## src/rtl/mem_pkg.sv

```systemverilog
// Shared types and constants for the instruction/data memory arbiter.
package mem_pkg;

    // Lowest legal memory address; lower addresses are still passed through untouched.
    localparam logic [31:0] BASE_ADDR = 32'h8002_0000;

    typedef enum logic [1:0] {
        IDLE   = 2'b00,
        I_BUSY = 2'b01,
        D_BUSY = 2'b10
    } arb_state_t;

    typedef enum logic [1:0] {
        SIZE_1W  = 2'b00,
        SIZE_4W  = 2'b01,
        SIZE_8W  = 2'b10,
        SIZE_16W = 2'b11
    } access_size_t;

    // Number of word beats in a burst of the given access size.
    function automatic logic [4:0] size_to_beats(input logic [1:0] size);
        case (size)
            SIZE_1W:  return 5'd1;
            SIZE_4W:  return 5'd4;
            SIZE_8W:  return 5'd8;
            default:  return 5'd16;
        endcase
    endfunction

endpackage

```

## src/rtl/burst_counter.sv

```systemverilog
// Beat address / beat count tracker for one burst, with last-beat detection.
module burst_counter
    import mem_pkg::*;
(
    input  logic        clock,
    input  logic        reset,
    input  logic        load,
    input  logic [31:0] load_addr,
    input  logic [1:0]  load_size,
    input  logic        advance,
    output logic [31:0] addr,
    output logic        last
);

    logic [3:0] beat_cnt;
    logic [4:0] beats_q;

    // Load start address and length at grant, step one word per acknowledged beat.
    always_ff @(posedge clock) begin
        if (reset) begin
            addr     <= 32'h0;
            beat_cnt <= 4'h0;
            beats_q  <= 5'd1;
        end else if (load) begin
            addr     <= load_addr;
            beat_cnt <= 4'h0;
            beats_q  <= size_to_beats(load_size);
        end else if (advance) begin
            addr     <= addr + 32'd4;    // wraps naturally modulo 2^32
            beat_cnt <= beat_cnt + 4'd1;
        end
    end

    assign last = ({1'b0, beat_cnt} == (beats_q - 5'd1));

endmodule

```

## src/rtl/mem_arbiter.sv

```systemverilog
// Arbitrates instruction fetch and data bursts onto a single word-wide memory port.
// Data has priority, bounded by a starvation counter that forces an I grant.
module mem_arbiter #(
    parameter int          STARVE_LIMIT = 4,
    parameter logic [31:0] BASE_ADDR    = mem_pkg::BASE_ADDR
) (
    input  logic        clock,
    input  logic        reset,
    input  logic        i_req,
    input  logic [31:0] i_address,
    input  logic [1:0]  i_access_size,
    output logic        i_valid,
    output logic [31:0] i_data,
    output logic        i_stall,
    input  logic        d_req,
    input  logic        d_rw,
    input  logic [31:0] d_address,
    input  logic [31:0] d_data_in,
    input  logic [1:0]  d_access_size,
    input  logic        d_byte,
    output logic        d_valid,
    output logic [31:0] d_data,
    output logic        d_stall,
    output logic        m_enable,
    output logic        m_rw,
    output logic        m_byte,
    output logic [31:0] m_address,
    output logic [31:0] m_data_in,
    output logic [1:0]  m_access_size,
    input  logic        m_ack,
    input  logic [31:0] m_data_out
);
    import mem_pkg::*;

    localparam int SW = $clog2(STARVE_LIMIT + 1);

    arb_state_t    state, state_nxt;
    logic          grant_d, grant_i;
    logic [SW-1:0] starve_cnt;
    logic [31:0]   addr;
    logic          last;
    logic          busy;

    assign busy = (state != IDLE);

    burst_counter u_burst (
        .clock     (clock),
        .reset     (reset),
        .load      (grant_d | grant_i),
        .load_addr (grant_d ? d_address : i_address),
        .load_size (grant_d ? d_access_size : i_access_size),
        .advance   (busy & m_ack),
        .addr      (addr),
        .last      (last)
    );

    // State register.
    always_ff @(posedge clock) begin
        if (reset) state <= IDLE;
        else       state <= state_nxt;
    end

    // Grant decision in IDLE; bursts run to their last acknowledged beat.
    always_comb begin
        state_nxt = state;
        grant_d   = 1'b0;
        grant_i   = 1'b0;
        case (state)
            IDLE: begin
                if (d_req && (!i_req || starve_cnt < SW'(STARVE_LIMIT))) begin
                    grant_d   = 1'b1;
                    state_nxt = D_BUSY;
                end else if (i_req) begin
                    grant_i   = 1'b1;
                    state_nxt = I_BUSY;
                end
            end
            I_BUSY, D_BUSY: if (m_ack && last) state_nxt = IDLE;
            default:        state_nxt = IDLE;
        endcase
    end

    // Count D grants that bypass a waiting I request; saturate at the limit.
    always_ff @(posedge clock) begin
        if (reset) begin
            starve_cnt <= '0;
        end else if (grant_i) begin
            starve_cnt <= '0;
        end else if (grant_d) begin
            if (!i_req)                                starve_cnt <= '0;
            else if (starve_cnt != SW'(STARVE_LIMIT)) starve_cnt <= starve_cnt + 1'b1;
        end
    end

    // Memory strobes and requester responses, all zero while idle.
    always_comb begin
        m_enable  = 1'b0;
        m_rw      = 1'b0;
        m_byte    = 1'b0;
        m_address = 32'h0;
        m_data_in = 32'h0;
        i_valid   = 1'b0;
        i_data    = 32'h0;
        d_valid   = 1'b0;
        d_data    = 32'h0;
        case (state)
            I_BUSY: begin
                m_enable  = 1'b1;
                m_rw      = 1'b1;
                m_address = addr;
                i_valid   = m_ack;
                i_data    = m_ack ? m_data_out : 32'h0;
            end
            D_BUSY: begin
                m_enable  = 1'b1;
                m_rw      = d_rw;
                m_byte    = d_byte;
                m_address = addr;
                m_data_in = d_data_in;
                d_valid   = m_ack;
                d_data    = (m_ack && d_rw) ? m_data_out : 32'h0;
            end
            default: ;
        endcase
    end

    assign m_access_size = SIZE_1W;
    assign i_stall = i_req & ~(i_valid & last);
    assign d_stall = d_req & ~(d_valid & last);

endmodule

```

## config.mk

```make
export PLATFORM = sky130hd
export DESIGN_NAME = mem_arbiter
export DESIGN_NICKNAME = d
export VERILOG_FILES = /design/src/rtl/mem_pkg.sv /design/src/rtl/burst_counter.sv /design/src/rtl/mem_arbiter.sv
export SDC_FILE = /design/constraint.sdc
export NUM_CORES = 1
export LEC_CHECK = 0
export ABC_AREA = 1
export CAP_MARGIN = 0
export CORE_AREA = 2 2 106 108
export DETAILED_ROUTE_END_ITERATION = 8
export DIE_AREA = 0 0 108 110
export DONT_BUFFER_PORTS = 1
export PLACE_DENSITY = 0.59
export SETUP_SLACK_MARGIN = 0.1
export SLEW_MARGIN = 20
export SYNTH_ARGS = -nofsm -noshare
export SYNTH_HDL_FRONTEND = slang
export SYNTH_HIERARCHICAL = 1
export SYNTH_SLANG_ARGS = --single-unit
```

## constraint.sdc

```tcl
create_clock -name clock -period 4.24 [get_ports clock]
set_input_delay 0.848 -clock clock [delete_from_list [all_inputs] [get_ports clock]]
set_output_delay 0.848 -clock clock [all_outputs]
set_load 0.05 [all_outputs]
```

# Word level (Yosys, flattened, before mapping)
# Cells that the tools add are included.
# word_totals
reg_bits	46
in_bits	139
output_inout_bits	137
word_cells	68
# op_classes
add_sub_neg	4
magnitude_cmp	1
eq_ne	9
n_mux	27
n_bitwise	8
n_reduce_logical	14
# op_table
cell	n
2-to-1 mux 32 bit	9
adder 32 x 3 -> 32 bit, second input constant	1
one-hot mux 5 bit (3 select lines)	1
2-to-1 mux 1 bit	9
2-to-1 mux 2 bit	4
2-to-1 mux 3 bit	2
inequality test 3 bit, second input constant	2
OR reduction 2 bit	3
AND 1 bit	5
equality test 4 x 5 -> 1 bit	1
subtractor 5 x 1 -> 5 bit, second input constant	1
adder 4 x 1 -> 4 bit, second input constant	1
equality test 2 x 1 -> 1 bit, second input constant	2
equality test 2 bit, second input constant	2
zero test 2 bit	2
inequality test 2 x 1 -> 1 bit, second input constant	2
one-hot mux 2 bit (2 select lines)	1
AND reduction 2 bit	2
nonzero test 2 bit	2
adder 3 x 1 -> 3 bit, second input constant	1
logical AND 1 bit	3
less-than comparator 3 bit, second input constant	1
inverter 1 bit	2
one-hot mux 1 bit (2 select lines)	1
other kinds (3)	3

# Longest topological paths before layout
# Gate-level depths: netlist of the first run.
# depth
word_depth	8
mapped_depth	13
mapped_depth_nobuf	11

# Modules after synthesis
# Netlist of the first run, hierarchy kept.
# modules_own_cells
mod	n_inst	cells_per_inst	area_per_inst_um2	seq_area_each_um2
burst_counter	1	376	2518.7	800.8
mem_arbiter	1	423	1901.8	100.1

# Least setup slack after synthesis of the first run
# Ideal clock, no wire load.
# synth_path
kind	reg-to-output
from	reg state[0]
to	out m_rw
arrival_ps	2379
t_required_ps	3392
setup_slack_ps	1013
path_stages_with_launch	5
n_path_buf	1
path_cell_list	dfxtp_1 > inv_1 > ha_1 > clkbuf_1 > a21boi_0
# synth_via
elab_chain_cells	2
# synth_lines
item	line	rtl
start: declaration	mem_arbiter.sv:37	arb_state_t state, state_nxt;
start signal: assignment	mem_arbiter.sv:60	else state <= state_nxt;
equality test 2 bit or equality test 2 x 1 -> 1 bit (tied branches)	mem_arbiter.sv:106	case (state)
one-hot mux 1 bit (2 select lines) *	mem_arbiter.sv:106	
end: declaration	mem_arbiter.sv:25	output logic m_rw,
# Mark *: on every way between the ends. The rest lies on a longest branch, timed or not.

# Worst setup path in the final report of the first run
# layout_path
from	reg state[1]
to	out i_data[31]
# layout_via
elab_chain_cells	2
# layout_lines
item	line	rtl
equality test 2 x 1 -> 1 bit	mem_arbiter.sv:106	
2-to-1 mux 32 bit	mem_arbiter.sv:106	
end: declaration	mem_arbiter.sv:13	output logic [31:0] i_data,
# Every way passes these cells.

==> metrics.yaml, run 1 <==
setup_path:
  crit_path_start: "state[1]"
  required_ns: 3.39
  cp.arrival_ns: 2.20
  crit_type: "flop to output port"
  critPathLaunchType: "flop"
  critPathMaxFanout: 31
  cp-end-kind: "output port"
  r2r_start: "state[0]"
synthesis:
  ys_warn_count: 6
  postSynthAreaPerCell_um2: 5.533
  synth-main-ff-cell: "dfxtp_1"
  synthCells: 799
  synth-seq-cells: 45
  synth_cell_types: 37
  synth_edf_count: 0
  synth-seq-area-share: 0.2038
  syn-cell-area_mm2: 0.004420
  async_flop_share: 0
power:
  power_w: 0.001682
  peakVddDrop_mv: 0.1512
  p_per_area_mw_per_mm2: 332.8
  p_leak_nw: 2.688
timing:
  relSlewSlack: 0.2984
  finalCritPeriodShare: 0.7199
  period_needed_ns: 3.052
  fin_tns_setup_ns: 0
  finalSetupViolCount: 0
  rsz0062_at_grt: "no"
  clock_skew_ns: 0.005676
  tightest_slew_ns: 1.051
  hold-worst-slack_ns: 0.4701
  setup_ws_ns: 1.188
  finalHoldViolCount: 0
  finalMaxSlewViolations: 0
  max_freq_mhz: 327.6
cts:
  cts_root_buf: "clkbuf_8"
  cts_tree: "done"
  ctsResizeCount: 0
  clk_latency_ns: 0.30
  clkSlewWorstSetupHoldPaths_ns: 0.09
  cts_buffer_depth: 2
  numCtsBuffers: 5
  post_cts_buffers: 0
  postCtsHoldBufs: 0
  clock-sinks: 45
  cts_max_level: 2
floorplanning:
  ios: 276
  die_h_um: 110
  dieArea_mm2: 0.01188
  core_mm2: 0.01070
  start_util: 0.4132
  fp.dieW_um: 108
  num_rows: 38
cells_and_area:
  diodes: 0
  final_cell_mix: "nand2_1, inv_1, buf_4"
  fin_util: 0.4725
  fin_nets: 976
  nFillCells: 1184
  final_common_cell: "nand2_1"
  area_growth_pct: 14.35
  drive_gt1_frac: 0.1520
grt:
  grt_max_degree: 45
  grtUsageTotal: 0.2398
  grt_antenna_before_repair: 1
  grt_pass1_wl_mm: 22.58
  grt-ovfl-total: 0
  grt_pass1_vias: 4474
placed_design:
  dpl.hpwl_mm: 11.70
  place.gp.congestion: 0.9130
  place_ws_ns: 1.260
  io_buffers: 0
detailed_routing:
  first_iter_violations: 371
  drtPass1Iterations: 5
  vias_per_cell: 5.117
  ant_nets: 0
  wl_mm: 14.66
  drcViolationCount: 0
  num_vias: 4958
  wire_per_inst_um: 15.13
min_path:
  hp-start: "u_burst/beats_q[0]"
  hp-class: "flop to flop"
job:
  cap_violations: 0
outcome:
  outcome: "completed"
## power breakdown
part           total [W]  switching, W  internal [W]
sequential      0.000541     0.0000696      0.000472
combinational   0.000754      0.000583      0.000171
clock           0.000387      0.000153      0.000234
## final cells by class
type | instances | area [um2] | share of cell area
multi-input combinational | 563 | 2801 | 0.5542
sequential | 45 | 900.9 | 0.1782
inverter | 148 | 555.5 | 0.1099
timing repair buffer | 65 | 488.0 | 0.09653
tap | 140 | 175.2 | 0.03465
clock buffer | 5 | 68.82 | 0.01361
clock inverter | 3 | 65.06 | 0.01287
## per-layer routing
metal	global-route usage	wire length [um]
met4	0.06410	290
met1	0.3163	6689
met5	0	13
met2	0.4012	6610
met3	0.04703	1053
## cells in the mapped netlist, types with 9 or more instances
master / n / area share
nor2_1: 43 / 0.037
ha_1: 9 / 0.025
nand2_1: 278 / 0.24
buf_2: 23 / 0.026
nand3_1: 39 / 0.044
a21oi_1: 30 / 0.034
nor3_1: 65 / 0.074
nand2_2: 10 / 0.014
dfxtp_1: 45 / 0.20
a22oi_1: 19 / 0.032
clkbuf_1: 13 / 0.011
nor2_4: 9 / 0.023
inv_1: 145 / 0.12
o21ai_0: 10 / 0.011
## through the flow
step           std cells  instance area, um2
2_1_floorplan        800                4424
3_3_place_gp         961                4921
3_5_place_dp         961                4921
4_1_cts              969                5055
5_1_grt              969                5055
6_report             969                5055
## sequential cells by signal, summed over array words and instances, names as in the netlist
signal	flops
starve_cnt	3
state	2
u_burst/addr	32
u_burst/beat_cnt	4
u_burst/beats_q	4
## cells by family (layout without fill, tap and decap cells)
group           count (synthesis)  in the layout  share of synthesized area
compound gates                 76             76                     0.1059
xor+xnor                       10             10                    0.01981
fa+ha+maj                       9              9                    0.02547
buf+inv                       192            221                     0.1814
flops                          45             45                     0.2038
other cells                     1              2                  0.0008483
simple gates                  466            466                     0.4628
## final timing paths
| path | end | slack [ns] | depth (start not counted) |
|---|---|---|---|
| worst max register to register | u_burst/addr[30] | 1.60 | 9 |
| worst min register to register | u_burst/beats_q[0] | 0.47 | 2 |
| worst max-delay path | i_data[31] | 1.19 | 4 |
| worst min-delay path | u_burst/beats_q[0] | 0.47 | 2 |
## critical path, cell delays in order, from the launching register on
cell,delay (ns)
dfxtp_1,0.34
inv_1,0.10
ha_1,0.15
inv_1,0.41
nor3_2,0.89
No activity file was read; power rests on OpenSTA's default activity.
==> run 2, diff against run 1 <==
- CORE_AREA: 2 2 106 108 -> 2 2 107 109
- DIE_AREA: 0 0 108 110 -> 0 0 109 111
- PLACE_DENSITY: 0.59 -> 0.6
- clock period: 4.24 -> 2.5 ns (I/O delays scaled with it)
==> run 2 against run 1 <==
  * Clock power is 110% higher
  * Setup slack worse by 1.0 ns
  * Core utilization increased by 10 points
  * Via count rose by 6.6%
  * Sequential cell count did not move
  * Die area is 1.8% higher
  * Clock skew grew 0.0042 ns
  * Critical endpoint is now d_stall
  * Largest cell class unchanged
==> metrics.yaml, run 2 (synthesized netlist as in run 1, its figures left out) <==
cts:
  clkSlewWorstSetupHoldPaths_ns: 0.07
  numCtsBuffers: 5
  cts_tree: "done"
  cts_buffer_depth: 2
  clock-sinks: 45
  cts_root_buf: "clkbuf_16"
  clk_latency_ns: 0.29
  cts_max_level: 2
cells_and_area:
  largest_register: "u_burst/addr"
  diodes: 0
  nFillCells: 1078
  area_growth_pct: 44.32
  largest_reg_flops: 32
  drive_gt1_frac: 0.2712
  final_cell_mix: "nand2_1, inv_1, buf_4"
  final_common_cell: "nand2_1"
  fin_nets: 1054
  fin_util: 0.5760
  reg_top3: "u_burst/addr x32, u_burst/beat_cnt x4, u_burst/beats_q x4"
  stdcell_count: 1050
detailed_routing:
  wire_per_inst_um: 14.91
  first_iter_violations: 359
  num_vias: 5283
  drcViolationCount: 0
  wl_mm: 15.66
  ant_nets: 0
  vias_per_cell: 5.031
  drtPass1Iterations: 5
grt:
  grt_pass1_wl_mm: 24.45
  grt_antenna_before_repair: 0
  grtUsageTotal: 0.2482
  grt_pass1_vias: 5025
  grt-ovfl-total: 0
  grt_max_degree: 59
setup_path:
  crit_path_start: "u_burst/beats_q[0]"
  cp_slowest_cell: "dfxtp_2"
  path_cells: "inv_4 -> ha_4 -> xnor2_1 -> nor4_1 -> inv_1 -> o21ai_2 -> inv_4"
  worstPathBufferInverterCount: 3
  critPathMaxStageDelay_ns: 0.35
  critPathMaxFanout: 3
  critPathLaunchType: "flop"
  cp.arrival_ns: 1.81
  crit_type: "flop to output port"
  path_common_cell: "inv_4"
  path_delay_family: "flip-flops"
  r2r_start: "state[1]"
  cp-end-kind: "output port"
  required_ns: 2.00
timing:
  hold-worst-slack_ns: 0.2713
  finalHoldViolCount: 0
  finalSetupViolCount: 0
  period_needed_ns: 2.313
  clock_skew_ns: 0.009859
  finalMaxSlewViolations: 0
  rsz0062_at_grt: "yes"
  finalCritPeriodShare: 0.9250
  max_freq_mhz: 432.4
  fin_tns_setup_ns: 0
power:
  power_w: 0.003334
  p_leak_nw: 3.264
  peakVddDrop_mv: 0.3579
  p_per_area_mw_per_mm2: 522.5
placed_design:
  place.gp.congestion: 0.9431
  dpl.hpwl_mm: 12.61
  dpl.cell_count: 1040
  io_buffers: 0
job:
  cap_violations: 0
floorplanning:
  dieArea_mm2: 0.01210
  core_mm2: 0.01108
  num_rows: 39
  ios: 276
  die_h_um: 111
  start_util: 0.3991
  fp.dieW_um: 109
min_path:
  hp-start: "reset"
  hp-class: "input pin to flop"
outcome:
  outcome: "completed"
[run 2: layout make-up]
type / instances / area (um2) / share of cell area
multi-input combinational: 563 / 2994 / 0.4693
tap: 143 / 178.9 / 0.02804
timing repair buffer: 143 / 1569 / 0.2459
inverter: 148 / 560.5 / 0.08786
clock inverter: 3 / 50.05 / 0.007845
clock buffer: 5 / 125.1 / 0.01961
sequential: 45 / 902.1 / 0.1414
[run 2: per-stage QoR]
| step | setup WS, ns | cell area [um2] |
|---|---|---|
| detailed placement | 0.3173 | 6148 |
| floorplan | -0.01743 | 4594 |
| finish | 0.1875 | 6380 |
| global placement | 0.3610 | 6148 |
| CTS | 0.1029 | 6324 |
| global route | 0.05633 | 6380 |
[run 2: what timing repair did]
action,4_1_cts,5_1_grt
resized for setup,4,11
cloned,0,0
buffers inserted,0,2
hold buffers,0,0
pin swaps,3,2
endpoints found under the setup margin,2,19
[run 2: metal layers]
layer / GRT usage / routed length (um) / vias to the layer above
met5: 0 / 0 / -
met4: 0.06068 / 260 / 0
met3: 0.04292 / 1077 / 22
met2: 0.4373 / 7903 / 196
met1: 0.3089 / 6419 / 2406
li1: - / - / 2659
[run 2: power by group]
part,switching [W],internal (W),total [W]
clock,0.000315,0.000481,0.000796
combinational,0.00108,0.000541,0.00162
sequential,0.000116,0.000801,0.000917
[run 2: worst paths after layout]
check	cells past startpoint	slack, ns	end
worst max-delay path	7	0.19	d_stall
worst min-delay path	1	0.27	state[0]
worst max register to register	10	0.43	u_burst/addr[17]
worst min register to register	2	0.50	starve_cnt[0]
